--- src/rtl/scan_loader_if.sv ---
// Host-side handshake bundle for scan_loader: request, byte stream in, readback stream out.
interface scan_loader_if #(
  parameter int buffer_width = 8,
  parameter int addr_w       = 3
);
  logic                    start;
  logic [addr_w-1:0]       buf_addr;
  logic [buffer_width-1:0] byte_in;
  logic                    byte_in_valid;
  logic                    byte_in_ready;
  logic [buffer_width-1:0] byte_out;
  logic                    byte_out_valid;
  logic                    busy;
  logic                    done;

  modport master (
    output start, buf_addr, byte_in, byte_in_valid,
    input  byte_in_ready, byte_out, byte_out_valid, busy, done
  );

  modport slave (
    input  start, buf_addr, byte_in, byte_in_valid,
    output byte_in_ready, byte_out, byte_out_valid, busy, done
  );
endinterface

--- src/rtl/scan_loader.sv ---
// Scan-chain master: shifts one full pattern buffer in via sclk/sin while
// reassembling the previous chain contents from sout into bytes.
module scan_loader #(
  parameter int buffer_size  = 22,
  parameter int buffer_width = 8,
  parameter int no_bufs      = 8,
  parameter int clk_div      = 2
) (
  input  logic                       clk,
  input  logic                       rst_n,
  scan_loader_if.slave               host,
  output logic                       sclk,
  output logic                       sin,
  output logic [$clog2(no_bufs)-1:0] saddr,
  input  logic                       sout
);
  localparam int BCW = (buffer_width > 1) ? $clog2(buffer_width) : 1;
  localparam int YCW = (buffer_size  > 1) ? $clog2(buffer_size)  : 1;

  typedef enum logic [2:0] {IDLE, FETCH, LOW, HIGH, FINISH} state_t;

  state_t                  state, state_nx;
  logic [3:0]              div_cnt;
  logic [BCW-1:0]          bit_cnt;
  logic [YCW-1:0]          byte_cnt;
  logic [buffer_width-1:0] tx_sr, rx_sr, byte_out_q;
  logic                    byte_out_vld_q, done_q;
  logic                    div_last, bit_last, byte_last;

  assign div_last  = (div_cnt  == 4'(clk_div - 1));
  assign bit_last  = (bit_cnt  == BCW'(buffer_width - 1));
  assign byte_last = (byte_cnt == YCW'(buffer_size - 1));

  always_comb begin
    state_nx = state;
    case (state)
      IDLE:    if (host.start)         state_nx = FETCH;
      FETCH:   if (host.byte_in_valid) state_nx = LOW;
      LOW:     if (div_last)           state_nx = HIGH;
      HIGH:    if (div_last)           state_nx = !bit_last ? LOW : (byte_last ? FINISH : FETCH);
      FINISH:                          state_nx = IDLE;
      default:                         state_nx = IDLE;
    endcase
  end

  always_ff @(posedge clk or negedge rst_n) begin
    if (!rst_n) begin
      state          <= IDLE;
      sclk           <= 1'b0;
      saddr          <= '0;
      div_cnt        <= '0;
      bit_cnt        <= '0;
      byte_cnt       <= '0;
      tx_sr          <= '0;
      rx_sr          <= '0;
      byte_out_q     <= '0;
      byte_out_vld_q <= 1'b0;
      done_q         <= 1'b0;
    end else begin
      state          <= state_nx;
      // sclk is a flop tracking the next state, so it never glitches on decode
      sclk           <= (state_nx == HIGH);
      byte_out_vld_q <= 1'b0;
      done_q         <= (state == FINISH);
      case (state)
        IDLE: if (host.start) begin
          saddr    <= host.buf_addr;
          byte_cnt <= '0;
        end
        FETCH: if (host.byte_in_valid) begin
          tx_sr   <= host.byte_in;
          bit_cnt <= '0;
          div_cnt <= '0;
        end
        LOW: begin
          div_cnt <= div_last ? 4'd0 : div_cnt + 4'd1;
          // capture on the same edge that raises sclk, before the chain shifts
          if (div_last) rx_sr <= {rx_sr[buffer_width-2:0], sout};
        end
        HIGH: begin
          div_cnt <= div_last ? 4'd0 : div_cnt + 4'd1;
          if (div_last) begin
            tx_sr   <= {tx_sr[buffer_width-2:0], 1'b0};
            bit_cnt <= bit_cnt + 1'b1;
            if (bit_last) begin
              byte_out_q     <= rx_sr;
              byte_out_vld_q <= 1'b1;
              byte_cnt       <= byte_cnt + 1'b1;
            end
          end
        end
        default: ;
      endcase
    end
  end

  assign sin                 = tx_sr[buffer_width-1];
  assign host.byte_in_ready  = (state == FETCH);
  assign host.busy           = (state != IDLE);
  assign host.byte_out       = byte_out_q;
  assign host.byte_out_valid = byte_out_vld_q;
  assign host.done           = done_q;
endmodule

--- src/flat_wrapper.sv ---
// flat-port wrapper written by rule: the top's interface ports become plain ports
module scan_loader_flat 
#(
  parameter int buffer_size  = 22,
  parameter int buffer_width = 8,
  parameter int no_bufs      = 8,
  parameter int clk_div      = 2
)
  (clk, rst_n, sclk, sin, saddr, sout, host_start, host_buf_addr, host_byte_in, host_byte_in_valid, host_byte_in_ready, host_byte_out, host_byte_out_valid, host_busy, host_done);
  scan_loader_if #(.buffer_width(buffer_width)) host_i ();
  input  logic clk;
  input  logic rst_n;
  output logic sclk;
  output logic sin;
  output logic [$clog2(no_bufs)-1:0] saddr;
  input  logic sout;
  input wire logic [$bits(host_i.start)-1:0] host_start;
  input wire logic [$bits(host_i.buf_addr)-1:0] host_buf_addr;
  input wire logic [$bits(host_i.byte_in)-1:0] host_byte_in;
  input wire logic [$bits(host_i.byte_in_valid)-1:0] host_byte_in_valid;
  output wire logic [$bits(host_i.byte_in_ready)-1:0] host_byte_in_ready;
  output wire logic [$bits(host_i.byte_out)-1:0] host_byte_out;
  output wire logic [$bits(host_i.byte_out_valid)-1:0] host_byte_out_valid;
  output wire logic [$bits(host_i.busy)-1:0] host_busy;
  output wire logic [$bits(host_i.done)-1:0] host_done;
  assign host_i.start = host_start;
  assign host_i.buf_addr = host_buf_addr;
  assign host_i.byte_in = host_byte_in;
  assign host_i.byte_in_valid = host_byte_in_valid;
  assign host_byte_in_ready = host_i.byte_in_ready;
  assign host_byte_out = host_i.byte_out;
  assign host_byte_out_valid = host_i.byte_out_valid;
  assign host_busy = host_i.busy;
  assign host_done = host_i.done;
  scan_loader #(.buffer_size(buffer_size), .buffer_width(buffer_width), .no_bufs(no_bufs), .clk_div(clk_div)) u_core (.clk(clk), .rst_n(rst_n), .host(host_i), .sclk(sclk), .sin(sin), .saddr(saddr), .sout(sout));
endmodule
--- config.mk ---
export PLATFORM = sky130hd
export DESIGN_NAME = scan_loader_flat
export DESIGN_NICKNAME = d
export VERILOG_FILES = /design/src/rtl/scan_loader_if.sv /design/src/rtl/scan_loader.sv /design/src/flat_wrapper.sv
export SDC_FILE = /design/constraint.sdc
export NUM_CORES = 1
export LEC_CHECK = 0
export BUFFER_PORTS_ARGS = -buffer_cell sky130_fd_sc_hd__buf_2
export CORE_UTILIZATION = 55
export DETAILED_ROUTE_END_ITERATION = 16
export PLACE_DENSITY = 0.8
export SLEW_MARGIN = 5
export SYNTH_ARGS = -nofsm -noshare
export SYNTH_HDL_FRONTEND = slang
export SYNTH_SLANG_ARGS = --single-unit
--- constraint.sdc ---
create_clock -name clk -period 2 [get_ports clk]
set_clock_uncertainty 0.05 [all_clocks]
set_input_delay 0.4 -clock clk [delete_from_list [all_inputs] [get_ports clk]]
set_output_delay 0.4 -clock clk [all_outputs]
set_load 0.02 [all_outputs]
==> flow_metrics.env, run 1 <==
export IMPL_yosys_warnings=0
export IMPL_initial_core_util_pct=58.9
export IMPL_overflow=0
export IMPL_numPortBuffers=32
export IMPL_grt_use_total_pct=20.6
export IMPL_setup_viol=0
export IMPL_ir_worst_vdd_mv=0.636
export IMPL_p_per_area_nw_per_um2=1370
export IMPL_clockBufferDepth=2
export IMPL_worst_setup_path_start_kind="register"
export IMPL_yosys_top_cells_area="dfrtp_1, mux2_2, mux2i_1, o21ai_0, ha_1"
export IMPL_hold_violations=0
export IMPL_setup_ws_ps=195
export IMPL_maxSlewViolCount=0
export IMPL_tns_ps=0
export IMPL_n_antenna_cell=0
export IMPL_ioPinCount=33
export IMPL_post_cts_resize_count=0
export IMPL_drive_gt1_share_pct=33.5
export IMPL_die_height_um=62.7
export IMPL_gp_congestion=0.758
export IMPL_fillCellCount=276
export IMPL_worst_hold_path_type="primary input to asynchronous set/reset pin"
export IMPL_syn_area_um2=2030
export IMPL_period_share_pct=90.3
export IMPL_fin_util_pct=67.1
export IMPL_status="completed"
export IMPL_dr_pass1_iters=4
export IMPL_grt_pass1_wl_mm=6.07
export IMPL_grt_pass1_vias=1342
export IMPL_cp_endpoint="u_core.byte_cnt[3]"
export IMPL_period_minus_slack_ps=1810
export IMPL_rows=21
export IMPL_max_freq_mhz=554
export IMPL_vias=1307
export IMPL_wl_mm=3.52
export IMPL_grt_max_degree=46
export IMPL_mostFrequentLayoutCells="dfrtp_1, buf_2, mux2_2"
export IMPL_drtIter0Drc=36
export IMPL_maxSlewHeadroom_pct=65.6
export IMPL_core_area_um2=3440
export IMPL_synth_seq_area_share_pct=55.6
export IMPL_drcViolationCount=0
export IMPL_place_ws_ps=226
export IMPL_final_common_cell="dfrtp_1"
export IMPL_htreeDepth=2
export IMPL_place_inst=236
export IMPL_cts_buffers=5
export IMPL_endpoint_kind="register"
export IMPL_antenna_left=0
export IMPL_path_clk_slew_ps=80
export IMPL_die_w_um=62.7
export IMPL_r2r_end="u_core.byte_cnt[3]"
export IMPL_netlist_area_leader_share_pct=55.6
export IMPL_path_class="register to register"
export IMPL_clkLatencyLatePin_ps=290
export IMPL_syn_avg_cell_area_um2=12.5
export IMPL_syn_nets=184
export IMPL_viasPerCell=5.38
export IMPL_ys_types=36
export IMPL_wire_per_inst_um=14.5
export IMPL_antenna_found_initial=0
export IMPL_r2r_cells=7
export IMPL_layout_cells_non_filler=243
export IMPL_worst_slew_pin_slew_ps=513
export IMPL_cts_root_buffer="clkbuf_8"
export IMPL_crit_start="u_core.div_cnt[1]"
export IMPL_synth_area_leader_cell="dfrtp_1"
export IMPL_ctsHoldBuffers=0
export IMPL_die_area_um2=3930
export IMPL_clock_sinks=45
export IMPL_whs_ps=22.5
export IMPL_worst_ep_arrival_time_ps=1930
export IMPL_rrSetupSlack_ps=190
export IMPL_path_max_fanout=14
export IMPL_ys_seq_elements=45
export IMPL_reg2reg_from="u_core.div_cnt[1]"
export IMPL_dpl_hpwl_mm=2.49
export IMPL_post_cts_buffers=0
export IMPL_postSynthCellCount=162
export IMPL_nNetsFinal=219
export IMPL_tritoncts="yes"
export IMPL_rsz0062_at_grt="no"
export IMPL_drv_cap=0
export IMPL_crit_required_ps=2130
export IMPL_syn_to_final_growth_pct=14.1
export IMPL_power_leakage_uw=0.00118
==> cell usage after synthesis <==
master     number
o21ai_0        16
buf_4           2
inv_1           5
buf_2           1
nor4b_4         1
and3b_1         1
a21o_1          2
nand3b_1        1
nor2b_1         2
or3b_4          1
nor2_1          3
a21boi_0        1
a21boi_2        1
nand3_1         4
nor3b_2         1
xnor2_1         1
ha_1            6
o22ai_1         2
and4bb_2        1
o31ai_1         2
nand4_1         1
and3_1          1
clkbuf_1        1
a311oi_1        1
nor3b_1         4
buf_6           2
dfrtp_1        45
nand3_4         1
a21oi_1         2
nand4b_1        1
mux2_2         20
nand2_1        17
nand4bb_1       1
mux2i_1         9
and2_0          1
nor3_1          1
==> layer usage <==
metal / part of all wire [%] / wire length, um / track usage (%) / vias up
li1: - / - / - / 640
met1: 45 / 1570 / 23.5 / 641
met2: 50 / 1760 / 34.8 / 22
met3: 3.5 / 123 / 6.57 / 4
met4: 1.7 / 59 / 9.88 / 0
met5: 0 / 0 / 0 / -
==> logic make-up (layout without fill, tap and decap cells) <==
logic type	after synthesis	count (layout)	synth area share, %
AND/OR/NAND/NOR	43	43	13.6
multiplexers	29	29	15.6
buffers and inverters	11	46	3.21
AO/OA/AOI/OAI	27	27	7.91
adder cells (fa/ha/maj)	6	6	3.71
XOR/XNOR	1	1	0.432
flip-flops	45	45	55.6
==> state kept, by name (all words and copies together) (netlist names) <==
| name | flops |
|---|---|
| u_core.host.byte_out | 8 |
| u_core.rx_sr | 8 |
| u_core.tx_sr | 8 |
| u_core.byte_cnt | 5 |
| u_core.div_cnt | 4 |
| u_core.bit_cnt | 3 |
| u_core.saddr | 3 |
| u_core.state | 3 |
| u_core.host.byte_out_valid | 1 |
| u_core.host.done | 1 |
| u_core.sclk | 1 |
==> report_power, final <==
| group | switching, uW | total, uW | leakage (uW) | internal, uW |
|---|---|---|---|---|
| Clock | 273 | 547 | 0.0000443 | 274 |
| Combinational | 573 | 1100 | 0.000564 | 525 |
| Sequential | 270 | 1520 | 0.000571 | 1250 |
| Total | 1120 | 3170 | 0.00118 | 2050 |
==> how the worst min path moves through the flow <==
stage / startpoint / to / cells after the start
floorplan: rst_n / u_core.bit_cnt[0] / 0
global placement: rst_n / u_core.tx_sr[7] / 2
detailed placement: rst_n / u_core.tx_sr[7] / 2
CTS: rst_n / u_core.tx_sr[2] / 2
global route: rst_n / u_core.byte_cnt[4] / 2
finish: rst_n / u_core.tx_sr[2] / 2
==> metrics by stage <==
step	power, uW	instance area, um^2
after floorplan	2340	2030
after global placement	2550	2220
after detailed placement	2640	2220
after CTS	3190	2310
after global routing	3410	2310
final	3170	2310
==> worst max-delay path, stage by stage, from the launching register on <==
cell and delay [ps]:
dfrtp_1 390, inv_1 80, ha_1 180, nor3b_2 350
nand3_4 240, inv_1 150, nand4_1 120, mux2i_1 130
==> final cells by class <==
class                      instances  area, um^2  area share [%]
clock buffer                       7        86.3            3.74
inverter                           5        18.8           0.812
multi-input combinational        106         835            36.1
sequential                        45        1130            48.7
tap                               46        57.6            2.49
timing repair buffer              34         188            8.12
No activity file was read; power rests on OpenSTA's default activity.
==> inputs of run 2 (changes only) <==
Settings changed: BUFFER_PORTS_ARGS -buffer_cell sky130_fd_sc_hd__buf_2 to unset, DONT_BUFFER_PORTS set to 1, PLACE_DENSITY 0.8 to 0.72.
==> flow_metrics.env, run 2 (same netlist as run 1, synthesis figures left out) <==
export IMPL_status="completed"
export IMPL_nNetsFinal=190
export IMPL_wl_met2_mm=1.61
export IMPL_rrSetupSlack_ps=210
export IMPL_worst_ep_arrival_time_ps=1380
export IMPL_drtIter0Drc=40
export IMPL_worst_slew_pin_slew_ps=529
export IMPL_overflow=0
export IMPL_viasPerCell=5.53
export IMPL_gp_congestion=0.752
export IMPL_drv_cap=0
export IMPL_maxSlewHeadroom_pct=64.5
export IMPL_period_minus_slack_ps=1830
export IMPL_numPortBuffers=0
export IMPL_post_cts_buffers=0
export IMPL_vias=1188
export IMPL_htreeDepth=2
export IMPL_r2r_cells=7
export IMPL_path_max_fanout=8
export IMPL_maxSlewViolCount=0
export IMPL_critPathMaxStageDelay_ps=500
export IMPL_die_w_um=62.7
export IMPL_grt_max_degree=46
export IMPL_max_freq_mhz=547
export IMPL_hold_violations=0
export IMPL_cp_endpoint="host_byte_in_ready"
export IMPL_place_ws_ps=203
export IMPL_wl_met3_um=168
export IMPL_layout_cells_non_filler=215
export IMPL_cp_slowest_cell="dfrtp_1"
export IMPL_syn_to_final_growth_pct=7.91
export IMPL_core_area_um2=3440
export IMPL_setup_ws_ps=173
export IMPL_crit_start="u_core.state[2]"
export IMPL_period_share_pct=91.3
export IMPL_path_common_cell="buf_4"
export IMPL_multiInputGateArea_um2=835
export IMPL_wl_mm=3.30
export IMPL_drive_gt1_share_pct=22.5
export IMPL_p_per_area_nw_per_um2=1420
export IMPL_grt_use_total_pct=19.3
export IMPL_dpl_hpwl_mm=2.41
export IMPL_grt_pass1_wl_mm=5.78
export IMPL_die_area_um2=3930
export IMPL_grt_pass1_vias=1270
export IMPL_tritoncts="yes"
export IMPL_clock_sinks=45
export IMPL_mostFrequentLayoutCells="dfrtp_1, mux2_2, nand2_1"
export IMPL_tns_ps=0
export IMPL_highest_layer="met4"
export IMPL_cts_buffers=5
export IMPL_setup_viol=0
export IMPL_rows=21
export IMPL_drcViolationCount=0
export IMPL_rsz0062_at_grt="no"
export IMPL_path_clk_slew_ps=80
export IMPL_final_seq_area_um2=1130
export IMPL_crit_chain="buf_4 -> nor3b_1 -> buf_4"
export IMPL_worst_setup_path_start_kind="register"
export IMPL_final_common_cell="dfrtp_1"
export IMPL_dr_pass1_iters=4
export IMPL_worst_hold_path_type="primary input to register"
export IMPL_die_height_um=62.7
export IMPL_clkLatencyLatePin_ps=290
export IMPL_fin_util_pct=63.5
export IMPL_power_leakage_uw=0.00106
export IMPL_crit_required_ps=1550
export IMPL_reg2reg_from="u_core.div_cnt[1]"
export IMPL_clockBufferDepth=2
export IMPL_wl_met1_mm=1.48
export IMPL_ioPinCount=33
export IMPL_antenna_left=0
export IMPL_wire_per_inst_um=15.3
export IMPL_fillCellCount=275
export IMPL_place_inst=205
export IMPL_path_class="register to primary output"
export IMPL_antenna_found_initial=0
export IMPL_n_antenna_cell=0
export IMPL_r2r_end="u_core.byte_cnt[3]"
export IMPL_cts_root_buffer="clkbuf_8"
export IMPL_endpoint_kind="primary output"
export IMPL_initial_core_util_pct=58.9
export IMPL_ir_worst_vdd_mv=0.747
==> run 2: worst min path at each step <==
stage	start	end	slack, ps	depth (start not counted)
after CTS	host_start	u_core.byte_cnt[2]	120	1
after global routing	host_start	u_core.byte_cnt[2]	110	1
after floorplan	rst_n	u_core.bit_cnt[0]	50	0
after detailed placement	rst_n	u_core.tx_sr[3]	60	0
final	host_start	u_core.byte_cnt[2]	130	1
after global placement	rst_n	u_core.tx_sr[3]	60	0
==> run 2: metal layers <==
layer  up-vias  GRT usage, %
met5         -             0
met4         0          5.81
met3         4          8.03
met2        26          33.0
met1       575          21.8
li1        583             -
==> run 2: final cells by class <==
class | count | share of cell area (%)
clock inverter | 2 | 0.630
clock buffer | 6 | 3.78
multi-input combinational | 106 | 38.2
timing repair buffer | 5 | 2.40
sequential | 45 | 51.5
tap | 46 | 2.63
inverter | 5 | 0.859
==> run 2: through the flow <==
| step | power [uW] | area, um^2 | hold WS, ps |
|---|---|---|---|
| 2_1_floorplan | 2340 | 2030 | 54.4 |
| 3_3_place_gp | 2450 | 2060 | 55.3 |
| 3_5_place_dp | 2540 | 2060 | 55.3 |
| 4_1_cts | 3140 | 2190 | 123 |
| 5_1_grt | 3340 | 2190 | 113 |
| 6_report | 3100 | 2190 | 133 |
==> run 2: what timing repair did <==
item / in CTS / in global routing
resized for setup: 0 / 0
hold buffers: 2 / 0
endpoints found under the hold margin: 45 / 0
==> run 2: power by group <==
| part | total (uW) | internal [uW] | switching [uW] | leakage (uW) |
|---|---|---|---|---|
| clock network | 570 | 280 | 290 | 0.0000512 |
| logic | 910 | 465 | 445 | 0.000434 |
| registers | 1620 | 1250 | 369 | 0.000571 |
| total | 3100 | 1990 | 1100 | 0.00106 |
==> run 2: critical path, delay by kind of cell, from the launching register on <==
family / cells / cell delay (ps)
flip-flops: 1 / 500
AND/OR/NAND/NOR: 1 / 200
buffers and inverters: 2 / 390
